===== src/rtl/vga_pkg.sv =====
// Shared VGA 640x480@60 timing constants, counter type and pixel colour type
// for the ship renderer.
package vga_pkg;

  localparam int H_ACTIVE  = 640;
  localparam int H_FP      = 16;
  localparam int H_SYNC    = 96;
  localparam int H_BP      = 48;
  localparam int H_TOTAL   = H_ACTIVE + H_FP + H_SYNC + H_BP;

  localparam int V_ACTIVE  = 480;
  localparam int V_FP      = 10;
  localparam int V_SYNC    = 2;
  localparam int V_BP      = 33;
  localparam int V_TOTAL   = V_ACTIVE + V_FP + V_SYNC + V_BP;

  localparam int SCREEN_CX = 320;
  localparam int SCREEN_CY = 240;

  localparam int CNT_W = 10;
  typedef logic [CNT_W-1:0] cnt_t;

  localparam cnt_t H_LAST    = cnt_t'(H_TOTAL - 1);
  localparam cnt_t V_LAST    = cnt_t'(V_TOTAL - 1);
  localparam cnt_t H_ACT_END = cnt_t'(H_ACTIVE);
  localparam cnt_t V_ACT_END = cnt_t'(V_ACTIVE);
  localparam cnt_t HS_START  = cnt_t'(H_ACTIVE + H_FP);
  localparam cnt_t HS_END    = cnt_t'(H_ACTIVE + H_FP + H_SYNC);
  localparam cnt_t VS_START  = cnt_t'(V_ACTIVE + V_FP);
  localparam cnt_t VS_END    = cnt_t'(V_ACTIVE + V_FP + V_SYNC);

  typedef struct packed {
    logic [7:0] r;
    logic [7:0] g;
    logic [7:0] b;
  } rgb_t;

  // Half-open span test; 17-bit operands keep lo+len from wrapping.
  function automatic logic in_span(input logic [16:0] pos,
                                   input logic [16:0] lo,
                                   input logic [16:0] len);
    return (pos >= lo) && (pos < lo + len);
  endfunction

endpackage


===== src/rtl/vga_timing.sv =====
// 25 MHz pixel enable, 800x525 raster counters, raw syncs, active flag and
// the one-clock frame_start pulse.
module vga_timing
  import vga_pkg::*;
(
  input  logic clk,
  input  logic reset,
  output logic pix_en,
  output cnt_t hc,
  output cnt_t vc,
  output logic hs_raw,
  output logic vs_raw,
  output logic active,
  output logic frame_start
);

  logic h_last;
  logic v_last;
  logic wrap_p0;

  assign h_last = (hc == H_LAST);
  assign v_last = (vc == V_LAST);

  // Stage p0: raster position
  always_ff @(posedge clk or negedge reset) begin
    if (!reset) begin
      pix_en      <= 1'b0;
      hc          <= '0;
      vc          <= '0;
      wrap_p0     <= 1'b0;
      frame_start <= 1'b0;
    end else begin
      pix_en      <= ~pix_en;
      wrap_p0     <= pix_en & h_last & v_last;
      frame_start <= wrap_p0;
      if (pix_en) begin
        if (h_last) begin
          hc <= '0;
          vc <= v_last ? '0 : vc + cnt_t'(1);
        end else begin
          hc <= hc + cnt_t'(1);
        end
      end
    end
  end

  assign hs_raw = ~((hc >= HS_START) && (hc < HS_END));
  assign vs_raw = ~((vc >= VS_START) && (vc < VS_END));
  assign active = (hc < H_ACT_END) && (vc < V_ACT_END);

endmodule


===== src/rtl/vga_ship_renderer.sv =====
// Paints the ship sprite and central body into a 640x480 VGA stream; the ship
// position is sampled once per frame at the raster wrap.
module vga_ship_renderer
  import vga_pkg::*;
#(
  parameter int          SHIP_SIZE  = 16,
  parameter int          BODY_SIZE  = 8,
  parameter logic [23:0] SHIP_COLOR = 24'hFFFFFF,
  parameter logic [23:0] BODY_COLOR = 24'h2040FF
) (
  input  logic        clk,
  input  logic        reset,
  input  logic [15:0] ship_x,
  input  logic [15:0] ship_y,
  output logic [7:0]  VGA_R,
  output logic [7:0]  VGA_G,
  output logic [7:0]  VGA_B,
  output logic        VGA_HS,
  output logic        VGA_VS,
  output logic        frame_start
);

  localparam logic [16:0] SHIP_LEN = 17'(SHIP_SIZE);
  localparam logic [16:0] BODY_LEN = 17'(BODY_SIZE);
  localparam logic [16:0] BODY_X0  = 17'(SCREEN_CX - BODY_SIZE / 2);
  localparam logic [16:0] BODY_Y0  = 17'(SCREEN_CY - BODY_SIZE / 2);

  logic        pix_en;
  cnt_t        hc;
  cnt_t        vc;
  logic        hs_raw;
  logic        vs_raw;
  logic        active;
  logic [15:0] sx;
  logic [15:0] sy;
  logic [16:0] hc_x;
  logic [16:0] vc_x;
  logic        ship_hit;
  logic        body_hit;
  rgb_t        pix_p0;
  rgb_t        rgb_p1;
  logic        hs_p1;
  logic        vs_p1;

  vga_timing u_timing (
    .clk         (clk),
    .reset       (reset),
    .pix_en      (pix_en),
    .hc          (hc),
    .vc          (vc),
    .hs_raw      (hs_raw),
    .vs_raw      (vs_raw),
    .active      (active),
    .frame_start (frame_start)
  );

  // Position changes take effect only on the edge that starts a new frame.
  always_ff @(posedge clk or negedge reset) begin
    if (!reset) begin
      sx <= 16'(SCREEN_CX);
      sy <= 16'(SCREEN_CY);
    end else if (pix_en && (hc == H_LAST) && (vc == V_LAST)) begin
      sx <= ship_x;
      sy <= ship_y;
    end
  end

  assign hc_x = {7'd0, hc};
  assign vc_x = {7'd0, vc};

  assign ship_hit = in_span(hc_x, {1'b0, sx}, SHIP_LEN) &&
                    in_span(vc_x, {1'b0, sy}, SHIP_LEN);
  assign body_hit = in_span(hc_x, BODY_X0, BODY_LEN) &&
                    in_span(vc_x, BODY_Y0, BODY_LEN);

  always_comb begin
    pix_p0 = '0;
    if (active) begin
      if (ship_hit) begin
        pix_p0 = rgb_t'(SHIP_COLOR);
      end else if (body_hit) begin
        pix_p0 = rgb_t'(BODY_COLOR);
      end
    end
  end

  // Stage p1: colour and syncs registered together, one pixel behind hc/vc
  always_ff @(posedge clk or negedge reset) begin
    if (!reset) begin
      rgb_p1 <= '0;
      hs_p1  <= 1'b1;
      vs_p1  <= 1'b1;
    end else if (pix_en) begin
      rgb_p1 <= pix_p0;
      hs_p1  <= hs_raw;
      vs_p1  <= vs_raw;
    end
  end

  assign VGA_R  = rgb_p1.r;
  assign VGA_G  = rgb_p1.g;
  assign VGA_B  = rgb_p1.b;
  assign VGA_HS = hs_p1;
  assign VGA_VS = vs_p1;

endmodule


===== config.mk =====
export PLATFORM = sky130hd
export DESIGN_NAME = vga_ship_renderer
export DESIGN_NICKNAME = d
export VERILOG_FILES = /design/src/rtl/vga_pkg.sv /design/src/rtl/vga_timing.sv /design/src/rtl/vga_ship_renderer.sv
export SDC_FILE = /design/constraint.sdc
export NUM_CORES = 1
export LEC_CHECK = 0
export ABC_AREA = 0
export BUFFER_PORTS_ARGS = -buffer_cell sky130_fd_sc_hd__clkbuf_2
export CAP_MARGIN = 30
export CELL_PAD_IN_SITES_DETAIL_PLACEMENT = 0
export CELL_PAD_IN_SITES_GLOBAL_PLACEMENT = 1
export CORE_MARGIN = 2
export CORE_UTILIZATION = 47
export CTS_CLUSTER_DIAMETER = 40
export DETAILED_ROUTE_END_ITERATION = 16
export PLACE_DENSITY = 0.85
export SLEW_MARGIN = 20
export SYNTH_ARGS = -nofsm -noshare
export SYNTH_HDL_FRONTEND = slang
export SYNTH_HIERARCHICAL = 1
export SYNTH_SLANG_ARGS = --single-unit

===== constraint.sdc =====
create_clock -name clk -period 5.9 [get_ports clk]
set_clock_uncertainty 0.15 [all_clocks]
set_input_delay 1.18 -clock clk [delete_from_list [all_inputs] [get_ports clk]]
set_output_delay 1.18 -clock clk [all_outputs]
set_load 0.02 [all_outputs]

# [Word-level counts from Yosys, hierarchy flattened]
# Index checks and enable logic that the tools add are counted.
# Widths: inputs -> output; s select.
[op_classes] addsub=4 order_cmp=14 eq_ne=2 n_mux=5 bitwise=5 n_reduce_logical=12
[op_table] operator="$mux 24" count=2
[op_table] operator="$add 16x5->17 const B" count=2
[op_table] operator="$lt 10x17->1" count=2
[op_table] operator="$ge 10x16->1" count=2
[op_table] operator="$lt 10x9->1 const B" count=3
[op_table] operator="$mux 22" count=1
[op_table] operator="$add 10x1->10 const B" count=2
[op_table] operator="$eq 10x10->1 const B" count=2
[op_table] operator="$ge 10x9->1 const B" count=2
[op_table] operator="$lt 10x10->1 const B" count=2
[op_table] operator="$mux 10" count=2
[op_table] operator="$logic_and 1x1->1" count=11
[op_table] operator="$ge 10x10->1 const B" count=1
[op_table] operator="$ge 10x8->1 const B" count=1
[op_table] operator="$lt 10x8->1 const B" count=1
[op_table] operator="$not 1->1" count=3
[op_table] operator="$and 1x1->1" count=2
[op_table] operator="$reduce_and 2->1" count=1
[word_totals] ff_bits=81 inputBits=34 out_inout_bits=27 elab_cells=54

# [Longest topological paths before layout]
[logic_depth] word_depth=6 mapped_depth=10 depth_no_buf=10

# [Hierarchy]
# The synthesis kept the hierarchy.
[modules_own_cells] module="vga_ship_renderer" instances=1 cells_per_inst=289 area_per_inst_um2=2680.1 seq_area_each_um2=910.9
[modules_own_cells] module="vga_timing" instances=1 cells_per_inst=114 area_per_inst_um2=1168.6 seq_area_each_um2=575.6

# [Worst setup path after synthesis]
# No wires, ideal clock.
[synth_path] path_kind="register to register" startpoint="register sy[4]" endpoint="register rgb_p1, in the netlist VGA_R[5]" setup_ps=76 arrival_time_ps=2089 t_required_ps=5674 path_slack_ps=3585 stages_incl_launch_ff=11 path_buffers=0 period_less_slack_ps=2315 cell_sequence="dfstp_2 ha_1 nand3_1 xnor2_1 ha_1 a21oi_1 o21ai_0 a21oi_1 o41ai_1 a221o_1 o21ai_1"
[synth_via] elab_chain_len=6 elab_cells_between_ends=7 cone_classes="add/sub (1); order compare (2); mux (2); reduce/logical (2)"
[synth_rtl] element="start, declared" line_no="vga_ship_renderer.sv:35" text="logic [15:0] sy;"
[synth_rtl] element="start signal, assigned" line_no="vga_ship_renderer.sv:61" text="sy <= 16'(SCREEN_CY);"
[synth_rtl] element="start signal, assigned" line_no="vga_ship_renderer.sv:64" text="sy <= ship_y;"
[synth_rtl] element="$add 16x5->17" line_no="vga_pkg.sv:42" text="return (pos >= lo) && (pos < lo + len);"
[synth_rtl] element="$lt 10x17->1" line_no="vga_pkg.sv:42"
[synth_rtl] element="$logic_and 1x1->1 *" line_no="vga_pkg.sv:42"
[synth_rtl] element="$logic_and 1x1->1 *" line_no="vga_ship_renderer.sv:71" text="assign ship_hit = in_span(hc_x, {1'b0, sx}, SHIP_LEN) &&"
[synth_rtl] element="$mux 24 *" line_no="vga_ship_renderer.sv:79" text="if (ship_hit) begin"
[synth_rtl] element="$mux 24 *" line_no="vga_ship_renderer.sv:78" text="if (active) begin"
[synth_rtl] element="end signal, assigned" line_no="vga_ship_renderer.sv:94" text="rgb_p1 <= pix_p0;"
[synth_rtl] element="end, declared" line_no="vga_ship_renderer.sv:41" text="rgb_t rgb_p1;"
# Every way passes the cells marked *; elsewhere a longest branch is shown, timed or not.
# A chain may end at the register's enable or synchronous reset.

# [Worst setup path after layout]
[layout_path] startpoint="register sy[4]" endpoint="register rgb_p1, in the netlist VGA_R[6]"
# Same word-level chain as after synthesis.

==> summary.txt <==
Logic synthesis
  – Share of the synthesized area in the top cell type: 0.332
  – Largest area contributor in the netlist: dfrtp_1
  – Yosys cell types: 51
  – Number of enable flip-flop cells after synthesis: 0
  – Yosys reg bits: 59
  – Sequential share of the synthesized area: 0.386
  – Synthesized area: 3850 µm²
  – Asr flop ratio synth: 1.00
  – Syn Area/Cell: 9.55 µm²
  – Ys flop type: dfrtp_1
  – Syn Nets: 476
  – Syn. warnings: 6
  – Cells after Synth: 403
  – Ranking of synthesized cells by area: dfrtp_1 33%, ha_1 13%, dfstp_2 5.5%

Pwr
  – Reg power frac: 0.557
  – Clock share of power: 0.418
  – Pwr per Cell Area: 171 nW/µm²
  – Switching share of total power: 0.225
  – Static Leakage: 2.20 nW
  – P_int: 0.000564 W
  – Sw power: 0.000164 W
  – Worst vdd ir: 0.0909 mV
  – Comb pwr share: 0.026

Flow run
  – # Max-Cap Violations: 0

Place
  – Placed standard-cell area: 4110 µm²
  – Place WS: 3.41 ns
  – Port bufs: 60
  – Final Wtd Congestion: 0.786
  – HPWL after detailed placement: 5850 µm

STA
  – RSZ-0062 raised after global routing: no
  – Worst-margin pin slew: 0.743 ns
  – Final Worst Setup Slack: 3.37 ns
  – Rel. slew slack: 0.505
  – Setup_tns: 0 ns
  – Slew Viols, Final: 0
  – Period utilization: 0.428
  – Fin. Hold Viols: 0
  – Min Tclk post-route: 2.53 ns
  – Setup violators final: 0
  – Achievable frequency: 396 MHz

Critical path
  – Crit path DAT: 2.64 ns
  – Worst Path Required: 6.01 ns
  – Critical Path Fanout Max: 5
  – CP Class: register to register
  – Crit path capture type: register
  – Worst path bufs/invs: 0
  – R2R Setup Slk: 3.37 ns
  – Startpoint types: register
  – Worst path cell trace: ha_1 > nand3_1 > xnor2_1 > ha_1 > a21oi_1 > o21ai_0 > a21oi_1 > o41ai_1 > a221o_1 > o22ai_1
  – CP max stage cell: dfstp_2
  – Critical Path Max Stage Delay: 0.56 ns
  – Worst path top cell family by delay: compound AO/OA/AOI/OAI gates

Floorplanning
  – Die Ht: 94.5 µm
  – Core Region: 8090 µm²
  – Initial Util: 0.476
  – Site row count: 33
  – Die Wd: 94.5 µm
  – IO Count: 61
  – Die Area: 8930 µm²

Final layout
  – Layout cells sized above 1: 0.230
  – Final Cell Area: 4260 µm²
  – Layout Nets: 520
  – N_diodes: 0
  – Util after Layout: 0.526
  – Syn-to-layout area delta: 10.7%
  – Fill count: 773

CTS
  – Skew-Pair Late Insertion Delay: 0.34 ns
  – Clk slew on worst S/H paths: 0.06 ns
  – CTS tree: yes
  – Cts repair resizes: 0
  – Clk sinks: 59
  – CTS Buf Count: 9
  – Clock Path Buffers: 2
  – Hold_buf cts: 0
  – # H-tree levels: 3
  – CTS Root Cell: clkbuf_8
  – Post-CTS setup buffer count: 0

Global route
  – Largest net degree at the start of global routing: 60
  – Antenna violations before repair: 0
  – First-pass GRT wire length: 14100 µm
  – Gr usage total: 0.203
  – GR Overflow Total: 0
  – Vias in the first global route: 2939

Route
  – WL final: 8190 µm
  – TritonRoute pass-1 iters: 4
  – ANT nets after route: 0
  – Vias post-DR: 3039
  – Drt wl/cell: 14.7 µm
  – Via density: 5.46
  – DRC viols: 0
  – Initial DRC count: 137

Hold path
  – Hold Path Class: register to register

Outcome
  – Status: completed
synthesized netlist by cell type, types with 6 or more instances:
| master | number |
|---|---|
| a21oi_1 | 14 |
| buf_4 | 22 |
| dfrtp_1 | 51 |
| dfstp_2 | 8 |
| ha_1 | 39 |
| inv_1 | 30 |
| mux2_2 | 16 |
| nand2_1 | 36 |
| nand3_1 | 25 |
| nand4_1 | 10 |
| nor2_1 | 16 |
| nor3_1 | 11 |
| nor4_1 | 6 |
| o21ai_0 | 27 |
| xnor2_1 | 18 |
power groups by stage:
stage          clock [W]  combinational (W)  sequential, W
5_1_grt         0.000329          0.0000215       0.000405
3_3_place_gp           0          0.0000191       0.000412
4_1_cts         0.000317          0.0000196       0.000405
2_1_floorplan          0        0.000000215       0.000412
3_5_place_dp           0          0.0000197       0.000412
6_report        0.000304          0.0000186       0.000405
area by class of cell:
class | instances | area, µm² | share of cell area
Clock inverter | 3 | 15.0 | 0.00353
Inverter | 30 | 113 | 0.0264
Sequential cell | 59 | 1490 | 0.349
Timing Repair Buffer | 62 | 315 | 0.0740
Tap cell | 105 | 131 | 0.0308
Clock buffer | 13 | 139 | 0.0326
Multi-Input combinational cell | 285 | 2060 | 0.484
final timing paths:
| check | cells past startpoint | start | end |
|---|---|---|---|
| hold reg to reg | 0 | u_timing/wrap_p0 | u_timing/frame_start |
| max in group asynchronous | 2 | reset | VGA_R[6] |
| setup reg to reg | 10 | sy[4] | VGA_R[6] |
| setup / recovery | 10 | sy[4] | VGA_R[6] |
| hold / removal | 0 | u_timing/wrap_p0 | u_timing/frame_start |
| min in group asynchronous | 2 | reset | u_timing/frame_start |
layer usage:
metal,up-vias,global-route usage,wire (µm)
met5,-,0,0
met2,79,0.332,3870
met3,16,0.0503,381
met4,0,0.0870,157
li1,1505,-,-
met1,1439,0.257,3780
state kept, by name, indices dropped and copies added (netlist names), 2 cells and up:
signal / count
sx: 16
VGA_R: 2
sy: 16
u_timing/hc: 10
u_timing/vc: 10
stage by stage:
stage	hold slack, ns	power (W)	instances
floorplan	0.181	0.000412	403
global placement	0.183	0.000431	541
detailed placement	0.190	0.000432	541
CTS	0.205	0.000742	557
global route	0.220	0.000755	557
finish	0.200	0.000727	557
worst register-to-register path, cell delays in order (launching register included):
cell,delay (ns)
dfstp_2,0.56
ha_1,0.19
nand3_1,0.12
xnor2_1,0.15
ha_1,0.30
a21oi_1,0.14
o21ai_0,0.10
a21oi_1,0.15
o41ai_1,0.10
a221o_1,0.35
o22ai_1,0.12
logic make-up (layout without fill, tap and decap cells):
logic type / Yosys count / count (layout) / synth area share
and+or+nand+nor: 138 / 138 / 0.196
xor gates and xnor gates: 22 / 22 / 0.0501
AOI/OAI and AO/OA: 66 / 66 / 0.103
buffers and inverters: 59 / 108 / 0.0800
adders and majority gates: 39 / 39 / 0.127
DFF: 59 / 59 / 0.386
muxes: 20 / 20 / 0.0575
cell usage in the layout (no fill, tap or decap), types with 6 or more instances in the layout:
cell type	synthesis	layout
nand3_1	25	25
dfrtp_1	51	51
mux2_2	16	16
clkbuf_8	0	9
xnor2_1	18	18
nor2_1	16	16
ha_1	39	39
dfstp_2	8	8
o21ai_0	27	27
nand4_1	10	10
nor3_1	11	10
nor4_1	6	6
a21oi_1	14	14
inv_1	30	30
clkbuf_2	1	60
nand2_1	36	36
(Power assumes the default switching activity.)
